File: config.mk
export PLATFORM = sky130hd
export DESIGN_NAME = seq_pattern_tx_flat
export DESIGN_NICKNAME = d
export VERILOG_FILES = /design/src/rtl/seq_pattern_tx_if.sv /design/src/rtl/seq_pattern_tx.sv /design/src/flat_wrapper.sv
export SDC_FILE = /design/constraint.sdc
export NUM_CORES = 1
export LEC_CHECK = 0
export CORE_MARGIN = 2
export CORE_UTILIZATION = 57
export CTS_BUF_LIST = sky130_fd_sc_hd__clkbuf_8
export DETAILED_ROUTE_END_ITERATION = 8
export HOLD_SLACK_MARGIN = 0.15
export PLACE_DENSITY_LB_ADDON = 0.1
export SLEW_MARGIN = 20
export SYNTH_ARGS = -nofsm -noshare
export SYNTH_HDL_FRONTEND = slang
export SYNTH_SLANG_ARGS = --single-unit
File: constraint.sdc
create_clock -name clk -period 2.1 [get_ports clk]
set_clock_uncertainty 0.15 [all_clocks]
set_input_delay 0.21 -clock clk [delete_from_list [all_inputs] [get_ports clk]]
set_output_delay 0.21 -clock clk [all_outputs]
set_load 0.01 [all_outputs]
File: src/rtl/seq_pattern_tx_if.sv
// Handshake/data bundle for seq_pattern_tx: job request in, serial line and status out.
interface seq_pattern_tx_if #(
  parameter int unsigned PAT_W = 5,
  parameter int unsigned CNT_W = 4
);
  logic             start;
  logic [PAT_W-1:0] pattern;
  logic [CNT_W-1:0] repeat_cnt;
  logic             dout;
  logic             dout_valid;
  logic             busy;
  logic             done;

  // Requester side: issues jobs, watches the line.
  modport master (
    output start, pattern, repeat_cnt,
    input  dout, dout_valid, busy, done
  );

  // Transmitter side.
  modport slave (
    input  start, pattern, repeat_cnt,
    output dout, dout_valid, busy, done
  );
endinterface

File: src/rtl/seq_pattern_tx.sv
// Serial pattern transmitter: sends a PAT_W-bit pattern MSB-first, repeat_cnt times,
// with GAP_LEN idle-0 cycles between frames and a one-cycle done pulse at the end.
// Optional feature macro SEQ_TX_PARITY_EN: appends an even-parity bit to every frame.
module seq_pattern_tx #(
  parameter int unsigned PAT_W   = 5,
  parameter int unsigned CNT_W   = 4,
  parameter int unsigned GAP_LEN = 2
) (
  input logic             clk,
  input logic             rst,
  seq_pattern_tx_if.slave bus
);

  localparam int unsigned BitW = $clog2(PAT_W);
  localparam int unsigned GapW = (GAP_LEN > 1) ? $clog2(GAP_LEN) : 1;

`ifdef SEQ_TX_PARITY_EN
  typedef enum logic [2:0] {StIdle, StShift, StParity, StGap, StDone} state_e;
`else
  typedef enum logic [1:0] {StIdle, StShift, StGap, StDone} state_e;
`endif

  state_e           state_q;
  logic [PAT_W-1:0] pat_q;        // working copy of the pattern for the whole job
  logic [PAT_W-2:0] shift_q;      // bits still to send in the current frame, next at MSB
  logic [BitW-1:0]  bit_cnt_q;    // bits remaining after the one on dout
  logic [CNT_W-1:0] frame_cnt_q;  // frames remaining, including the current one
  logic [GapW-1:0]  gap_cnt_q;    // gap cycles remaining after the current one
  logic             dout_q;
  logic             dout_valid_q;
  logic             busy_q;
  logic             done_q;

  logic frame_end;
  logic last_frame;

  // The cycle carrying the final bit of a frame decides what follows it.
`ifdef SEQ_TX_PARITY_EN
  assign frame_end  = (state_q == StParity);
`else
  assign frame_end  = (state_q == StShift) && (bit_cnt_q == '0);
`endif
  assign last_frame = (frame_cnt_q == CNT_W'(1));

  // Main FSM; every output is a register updated here.
  always_ff @(posedge clk or posedge rst) begin
    if (rst) begin
      state_q      <= StIdle;
      pat_q        <= '0;
      shift_q      <= '0;
      bit_cnt_q    <= '0;
      frame_cnt_q  <= '0;
      gap_cnt_q    <= '0;
      dout_q       <= 1'b0;
      dout_valid_q <= 1'b0;
      busy_q       <= 1'b0;
      done_q       <= 1'b0;
    end else if (frame_end) begin
      if (!last_frame) begin
        frame_cnt_q <= frame_cnt_q - 1'b1;
        if (GAP_LEN > 0) begin
          state_q      <= StGap;
          dout_q       <= 1'b0;
          dout_valid_q <= 1'b0;
          gap_cnt_q    <= GapW'(GAP_LEN - 1);
        end else begin
          // Back-to-back frames: reload straight from the working copy.
          state_q      <= StShift;
          shift_q      <= pat_q[PAT_W-2:0];
          dout_q       <= pat_q[PAT_W-1];
          dout_valid_q <= 1'b1;
          bit_cnt_q    <= BitW'(PAT_W - 1);
        end
      end else begin
        state_q      <= StDone;
        dout_q       <= 1'b0;
        dout_valid_q <= 1'b0;
        done_q       <= 1'b1;
      end
    end else begin
      unique case (state_q)
        StIdle: begin
          if (bus.start) begin
            pat_q       <= bus.pattern;
            frame_cnt_q <= bus.repeat_cnt;
            busy_q      <= 1'b1;
            if (bus.repeat_cnt == '0) begin
              // Empty job: straight to the done pulse, line stays idle.
              state_q <= StDone;
              done_q  <= 1'b1;
            end else begin
              state_q      <= StShift;
              shift_q      <= bus.pattern[PAT_W-2:0];
              dout_q       <= bus.pattern[PAT_W-1];
              dout_valid_q <= 1'b1;
              bit_cnt_q    <= BitW'(PAT_W - 1);
            end
          end
        end
        StShift: begin
`ifdef SEQ_TX_PARITY_EN
          if (bit_cnt_q == '0) begin
            state_q <= StParity;
            dout_q  <= ^pat_q;
          end else begin
`else
          begin
`endif
            dout_q    <= shift_q[PAT_W-2];
            shift_q   <= shift_q << 1;
            bit_cnt_q <= bit_cnt_q - 1'b1;
          end
        end
        StGap: begin
          if (gap_cnt_q != '0) begin
            gap_cnt_q <= gap_cnt_q - 1'b1;
          end else begin
            state_q      <= StShift;
            shift_q      <= pat_q[PAT_W-2:0];
            dout_q       <= pat_q[PAT_W-1];
            dout_valid_q <= 1'b1;
            bit_cnt_q    <= BitW'(PAT_W - 1);
          end
        end
        StDone: begin
          // start is deliberately not looked at here.
          state_q <= StIdle;
          done_q  <= 1'b0;
          busy_q  <= 1'b0;
        end
        default: begin
        end
      endcase
    end
  end

  assign bus.dout       = dout_q;
  assign bus.dout_valid = dout_valid_q;
  assign bus.busy       = busy_q;
  assign bus.done       = done_q;

endmodule

File: src/flat_wrapper.sv
// flat-port wrapper written by rule: the top's interface ports become plain ports
module seq_pattern_tx_flat 
#(
  parameter int unsigned PAT_W   = 5,
  parameter int unsigned CNT_W   = 4,
  parameter int unsigned GAP_LEN = 2
)
  (clk, rst, bus_start, bus_pattern, bus_repeat_cnt, bus_dout, bus_dout_valid, bus_busy, bus_done);
  seq_pattern_tx_if #(.PAT_W(PAT_W), .CNT_W(CNT_W)) bus_i ();
  input logic clk;
  input logic rst;
  input wire logic [$bits(bus_i.start)-1:0] bus_start;
  input wire logic [$bits(bus_i.pattern)-1:0] bus_pattern;
  input wire logic [$bits(bus_i.repeat_cnt)-1:0] bus_repeat_cnt;
  output wire logic [$bits(bus_i.dout)-1:0] bus_dout;
  output wire logic [$bits(bus_i.dout_valid)-1:0] bus_dout_valid;
  output wire logic [$bits(bus_i.busy)-1:0] bus_busy;
  output wire logic [$bits(bus_i.done)-1:0] bus_done;
  assign bus_i.start = bus_start;
  assign bus_i.pattern = bus_pattern;
  assign bus_i.repeat_cnt = bus_repeat_cnt;
  assign bus_dout = bus_i.dout;
  assign bus_dout_valid = bus_i.dout_valid;
  assign bus_busy = bus_i.busy;
  assign bus_done = bus_i.done;
  seq_pattern_tx #(.PAT_W(PAT_W), .CNT_W(CNT_W), .GAP_LEN(GAP_LEN)) u_core (.clk(clk), .rst(rst), .bus(bus_i));
endmodule
==> results.md <==
Yosys:
- The post-synthesis compound-gate area fraction is 20.0%.
- The xor-xnor portion of the synthesized cell area is 0%.
- The instance count of the mapped netlist is 144.
- After synthesis, the share of flip-flops with an asynchronous set or reset is 100%.
- The number of warnings printed during yosys synthesis is 0.
- The cell area that synthesis handed to floorplanning was 1400 sq um.
- After synthesis, the most frequently instantiated cells are 23 x dfrtp_1, 17 x nand2_1, 14 x inv_1.
- Synthesis inferred 23 register bits.
- After synthesis, the largest family of logic cells by area is compound AO/OA/AOI/OAI gates.
- After synthesis, flip-flops and latches occupy 41.2% of the total area.
- The multiplexer share of the synthesized area is 7.52%.
- The top cell type by total area after synthesis is dfrtp_1.
- The number of different library cells used by synthesis comes to 36.
- The average instance in the mapped netlist occupies 9.71 sq um.
- The adder-cell area share of the yosys netlist is 8.95%.
- Among all cell types in the netlist, the one instantiated most often is dfrtp_1.
- The number of nets produced by synthesis is between 150 and 200.
- Yosys attributes the largest share of cell area to dfrtp_1 41%, ha_1 9.0%, mux2_4 5.4%.
- In the synthesized netlist the dominant register cell turns out to be dfrtp_1.
- Summing the areas of all and, or, nand and nor instances in the mapped netlist gives about 16% of the synthesized area.
- The area share of the largest cell type after synthesis is 41.2%.
- The synthesized design contains 0 enable-type register cells.

Setup path:
- The kind of end point of the critical path is a register.
- The kind of launch point of the worst setup path is a register.
- The setup check on the worst reg-to-reg path leaves a slack of approximately 0.10 ns.
- The setup path with the least slack is of type register to register.
- The endpoint identified for the worst register-to-register timing path is u_core.shift_q[0]$_DFFE_PP0P_.
- The worst flop-to-flop path startpoint is u_core.bit_cnt_q[0]$_DFFE_PP0P_.
- Walking the worst path, the cells encountered are inv_1, ha_1, ha_1, and2_4, a211oi_4, nand2_4, mux2_4.
- In this run the worst path has a maximum fanout of 12.
- The depth of the worst register-to-register path is 7.
- The cell occurring most often along the worst timing path is ha_1.
- The slowest stage of the critical path belongs to the cell dfrtp_1.
- On the worst path, the slowest cell contributes a delay of around 0.36 ns.
- At the worst endpoint, the required time is ~2.1 ns.
- STA puts the critical path data arrival time at 2.01 ns.

Drt:
- After detailed routing, the number of vias per cell comes to slightly below 6.
- The DRC violation count after routing is 0.
- Dividing the detail-routed wire length by the instance count gives ~16 microns.
- After detailed routing, the total wire length is approximately 3.1 mm.
- Once detail routing completed, the nets flagged for antenna violations numbered 0.
- Before antenna repair, the detailed router went through 4 iterations.
- The number of design-rule violations left by the first detailed-router iteration is 41.
- Across all layers, the routed design uses 1167 vias.

Cells and area:
- Compared with the post-synthesis result, the final layout area differs by 20.1%.
- The number of nets in the finished design is 191.
- The number of inserted filler cells in the final layout is between 150 and 200.
- In the final layout, flip-flops and latches occupy 576 sq um.
- The repair_antennas step left the layout with diodes totalling 0.
- The share of final-layout standard cells stronger than drive strength 1 is between 10% and 20%.
- The multi-input combinational cells in the finished layout cover a total of approximately 730 sq um.

Timing:
- Setup violations remaining at the end of the flow were counted as 0.
- Setup repair after global routing left no endpoint under its margin.
- The final count of pins violating max slew was 0.
- Based on the critical path, the design can be clocked at up to between 500 and 600 MHz.
- Dividing the final minimum period by the clock period gives 95.2%.
- For the pin with the worst max-slew slack, the measured transition is approximately 0.40 ns.
- The final hold violation count is 0.
- After layout, the minimum clock period comes to between 1.5 and 2 ns.
- The final-layout worst hold slack is between 0.3 and 0.4 ns.
- The worst slew margin relative to its limit is about 74%.
- The summed negative setup slack over all endpoints is 0 ns.

Flow run:
- Max-cap violations in this run came to 0.

Die:
- In this run the vertical extent of the chip is approximately 54 microns.
- The floorplan step defined a die boundary enclosing 2860 sq um.
- The region available for standard cell placement spans 2250 sq um.
- The floorplan has 17 rows.
- In this run the horizontal extent of the chip is between 50 and 60 microns.
- Once the floorplan was initialized, standard cells occupied between 60% and 70% of the core.
- Pin placement for this block handled 16 I/O pins.

Global routing:
- Entering global routing, the biggest net connects 16 pins.
- Across every metal layer, demand over resource in global routing totals between 20% and 30%.
- Summed over all layers, the global routing overflow is 0.
- The global-route wire length before repair is approximately 5.3 mm.
- The initial antenna violation count came to 0.
- The number of global-route vias before repair was between 1000 and 1500.

CTS:
- CTS built an H-tree with a depth of 1.
- The maximum count of clock buffers along a single path is 2.
- The clock latency of the later-clocked register in the worst-skew pair is between 0.2 and 0.3 ns.
- Clock tree synthesis found a total of 23 sinks.
- TritonCTS built the clock tree.
- The clock slew at the register clock pins of the worst setup and hold paths is around 0.090 ns.
- The tree is rooted in a clkbuf_8.
- The TritonCTS buffer count is 3.

Hold path:
- The min-delay analysis places its worst path in the category primary input to register.
- In this run the most critical hold path is launched from bus_pattern[1].
- The worst hold path was traced through 3 stages.
- The worst hold path terminates at u_core.pat_q[1]$_DFFE_PP0P_.

Power and ir drop:
- The analysis attributes to cell leakage a power of 0.792 nW.
- The total power divided by cell area is 1540 nW/um^2.
- VDD sags by at most about 940 uV.

Outcome:
- The flow ran to the end, and the final reports show no timing, DRC or antenna violations.

Place:
- The final weighted congestion in routability-driven placement is ~0.90.
- The wire-length estimate of the detail-placed layout is roughly 2.4 mm.
- Input and output buffers added on the ports amount to 15.
-- cell type report --
class	instances	area share, %
multi-input cells	101	43.7
flip-flops and latches	23	34.3
repair buffers	26	14.0
inverters	14	3.13
clock buffers	3	2.46
well taps	28	2.09
clock inverters	1	0.298
-- where the power goes --
part / internal, mW / switching (mW)
sequential: 0.655 / 0.161
clock: 0.133 / 0.149
combinational: 0.754 / 0.736
-- registers in the layout (all words and copies together) (netlist names) --
| signal | flops |
|---|---|
| u_core.pat_q | 5 |
| u_core.bus.busy | 1 |
| u_core.state_q | 2 |
| u_core.shift_q | 4 |
| u_core.bus.dout | 1 |
| u_core.bit_cnt_q | 3 |
| u_core.bus.dout_valid | 1 |
| u_core.gap_cnt_q | 1 |
| u_core.frame_cnt_q | 4 |
| u_core.bus.done | 1 |
-- cells in the final DEF (no fill, tap or decap), drive strengths merged, types with 2 or more instances in the layout --
cell            n
inv            14
mux2            5
o22ai           3
mux2i           3
nor3            5
o22a            2
and2            2
dfrtp          23
a22oi           5
nor2            9
a31oi           2
a21oi          10
clkdlybuf4s50  15
ha             10
a32o            2
o21ai           9
nand2          18
buf            10
clkbuf          3
a211oi          2
nand3           5
-- stage by stage --
| step | power, mW | cells | worst slack (ns) | cell area [sq um] | utilization [%] |
|---|---|---|---|---|---|
| 6_report | 2.59 | 196 | 0.101 | 1680 | 74.5 |
| 5_1_grt | 2.81 | 196 | 0.000458 | 1680 | 74.5 |
| 4_1_cts | 2.57 | 195 | 0.0806 | 1670 | 74.1 |
| 3_5_place_dp | 2.29 | 190 | 0.102 | 1620 | 71.6 |
| 3_3_place_gp | 2.21 | 190 | 0.164 | 1620 | 71.6 |
| 2_1_floorplan | 1.90 | 144 | 0.198 | 1400 | - |
-- per-layer routing --
| metal | wire, microns | GRT usage [%] | vias to the layer above |
|---|---|---|---|
| li1 | - | - | 552 |
| met4 | 38 | 7.69 | 0 |
| met1 | 1430 | 34.9 | 573 |
| met3 | 112 | 2.54 | 5 |
| met2 | 1560 | 43.4 | 37 |
| met5 | 0 | 0 | - |
-- what timing repair did --
action / 4_1_cts / 5_1_grt
setup buffers: 0 / 1
hold endpoints to repair: 8 / 0
hold buffers: 1 / 0
gates resized for setup: 0 / 0
setup endpoints to repair: 0 / 6
-- logic make-up after synthesis --
kind of cell               after synthesis
AOI/OAI and AO/OA                       39
buffers and inverters                   20
DFF                                     23
muxes                                    8
adders and majority gates               10
and+or+nand+nor                         44
-- critical path, delay by kind of cell (launching register included) --
family          cells  cell delay, ns
flops               1            0.36
fa+ha+maj           2            0.42
simple gates        2            0.33
compound gates      1            0.26
mux                 1            0.31
buf+inv             1            0.05
-- how the worst max path moves through the flow --
stage               slack, ns  cells past startpoint                             from                              end
floorplan                0.20                      7    u_core.state_q[0]$_DFFE_PP0P_  u_core.bit_cnt_q[2]$_DFFE_PP0P_
global placement         0.16                      5                bus_repeat_cnt[2]    u_core.shift_q[0]$_DFFE_PP0P_
detailed placement       0.10                      7  u_core.bit_cnt_q[0]$_DFFE_PP0P_    u_core.shift_q[3]$_DFFE_PP0P_
CTS                      0.08                      7  u_core.bit_cnt_q[0]$_DFFE_PP0P_    u_core.shift_q[0]$_DFFE_PP0P_
global route           0.0005                      7  u_core.bit_cnt_q[0]$_DFFE_PP0P_    u_core.shift_q[2]$_DFFE_PP0P_
finish                   0.10                      7  u_core.bit_cnt_q[0]$_DFFE_PP0P_    u_core.shift_q[0]$_DFFE_PP0P_
Note: power is estimated with default switching activity, not from simulation.
==> variant, RTL diff (config.mk and constraints unchanged) <==
`PAT_W` is set to 5 in 3 places; all go to 10.
--- a/src/rtl/seq_pattern_tx_if.sv
+++ b/src/rtl/seq_pattern_tx_if.sv
@@ -1,5 +1,5 @@
 // Handshake/data bundle for seq_pattern_tx: job request in, serial line and status out.
 interface seq_pattern_tx_if #(
-  parameter int unsigned PAT_W = 5,
+  parameter int unsigned PAT_W = 10,
   parameter int unsigned CNT_W = 4
 );
--- a/src/rtl/seq_pattern_tx.sv
+++ b/src/rtl/seq_pattern_tx.sv
@@ -3,5 +3,5 @@
 // Optional feature macro SEQ_TX_PARITY_EN: appends an even-parity bit to every frame.
 module seq_pattern_tx #(
-  parameter int unsigned PAT_W   = 5,
+  parameter int unsigned PAT_W   = 10,
   parameter int unsigned CNT_W   = 4,
   parameter int unsigned GAP_LEN = 2
--- a/src/flat_wrapper.sv
+++ b/src/flat_wrapper.sv
@@ -2,5 +2,5 @@
 module seq_pattern_tx_flat 
 #(
-  parameter int unsigned PAT_W   = 5,
+  parameter int unsigned PAT_W   = 10,
   parameter int unsigned CNT_W   = 4,
   parameter int unsigned GAP_LEN = 2
Ports: changed (resized bus_pattern); port bits go from 16 to 21. No check against the original RTL was run, so the function may have changed too.
==> variant against the unedited design <==
  * Sequential power fell by 20%
  * Core utilization rose by 1.3 points
  * Via count rose by 26%
  * Cell area rose by 40%
  * Wire length rose by 28%
  * Combinational power fell by 96%
  * Total power fell by 50%
  * Setup slack got worse by 3.8 ps
  * Sequential share of layout area rose by 2.0 points
  * Area after synthesis rose by 36%
  * Sequential cell count rose by 11
  * Critical path type unchanged
  * Largest cell class unchanged
==> variant: results (changes against the unedited design) <==
Status - finished clean
Syn Nets - 207 (+25%)
Worst-path clk slew - 70 ps (-20 ps)
Highest-delay cell along the critical path - dfrtp_2
Worst-Skew Late Latency - 290 ps (+20 ps)
Synth top cells by count - dfrtp_1 (34), a21oi_1 (18), inv_1 (13), nor2_1 (13), mux2_2 (12)
GR Util met2 - 36.8% (-6.6 points)
Nets - 238 (+25%)
I/O Buffers - 20 (+5)
Grt met1 use - 33.6% (-1.3 points)
First-pass GRT wire length - 6.66 mm (+26%)
Vias per std cell - 5.72 (-3.9%)
Routed met2 length - 1.88 mm (+20%)
Slew headroom - 71.6% (-2.0 points)
Share of cells above drive strength 1 - 26.2% (+9.5 points)
Combinational logic power - 55.2 uW (-96%)
Final wirelength - 4.03 mm (+28%)
Synth top area cells - dfrtp_1 (45%), mux2_2 (7.1%), mux2_4 (5.5%)
Routability-driven placement congestion ratio - 0.842 (-6.5%)
Peak VDD IR - 0.497 mV (-47%)
CP Max Fanout - 5 (-7)
Gr ovfl total - 0 (unchanged)
# H-tree levels - 2 (+1)
GRT Overall Usage - 23.8% (-2.0 points)
Clock power share - 44.7% (+34 points)
Biggest regs - u_core.pat_q x10, u_core.shift_q x9
Hold Buf Count CTS - 0 (-1)
Met3 Use GR - 5.59% (+3.0 points)
CP delay by family, top - flip-flops
DP Wirelength - 2.84 mm (+18%)
Post-CTS sizing - 1 (+1)
Sequential share of the synthesized area - 44.8% (+3.6 points)
Flop pwr share - 51.0% (+20 points)
CTS buffer count - 5 (+2)
Met1 Wirelength - 1.95 mm (+36%)
Detailed Route Iter0 Violations - 63 (+54%)
Vias in the first global route - 1452 (+28%)
Sw Pwr - 254 uW (-76%)
Largest net degree at the start of global routing - 35 (+19)
LEAKAGE - 0.00111 uW (+40%)
[variant: metrics by stage]
step | utilization (%) | setup slack [ps] | instances | area, um^2
after floorplan | - | 53.7 | 182 | 1900
after global placement | 71.3 | 38.4 | 250 | 2210
after detailed placement | 71.3 | -4.73 | 250 | 2210
after CTS | 74.8 | 25.5 | 258 | 2320
after global routing | 75.8 | -17.7 | 258 | 2350
final | 75.8 | 97.6 | 258 | 2350
[variant: area by class of cell]
| type | instances | area, um^2 |
|---|---|---|
| clock inverter | 3 | 37.5 |
| sequential | 34 | 852 |
| clock buffer | 5 | 68.8 |
| fill | 224 | 752 |
| multi-input combinational | 124 | 976 |
| inverter | 13 | 48.8 |
| tap | 44 | 55.1 |
| timing repair buffer | 35 | 313 |
[variant: path summary, 6_finish.rpt]
path	slack [ps]	from	cells after the start	endpoint
worst max-delay path	100	u_core.state_q[1]	7	u_core.shift_q[3]
worst min-delay path	170	rst	3	u_core.frame_cnt_q[1]
worst max register to register	100	u_core.state_q[1]	7	u_core.shift_q[3]
worst min register to register	340	u_core.bus.dout	1	u_core.bus.dout
max in group asynchronous	1290	rst	3	u_core.state_q[1]
min in group clk	340	u_core.bus.dout	1	u_core.bus.dout
[variant: logic make-up (layout without fill, tap and decap cells)]
| logic type | count (synthesis) | after routing | synth area share, % |
|---|---|---|---|
| compound gates | 51 | 51 | 17.9 |
| xor+xnor | 1 | 1 | 0.461 |
| fa+ha+maj | 8 | 8 | 5.27 |
| buf+inv | 24 | 56 | 5.47 |
| flops | 34 | 34 | 44.8 |
| mux | 22 | 22 | 14.2 |
| simple gates | 42 | 42 | 11.9 |
[variant: worst min-delay path, cell delays in order]
cell	delay, ps
clkdlybuf4s50_1	400
inv_1	50
buf_4	370
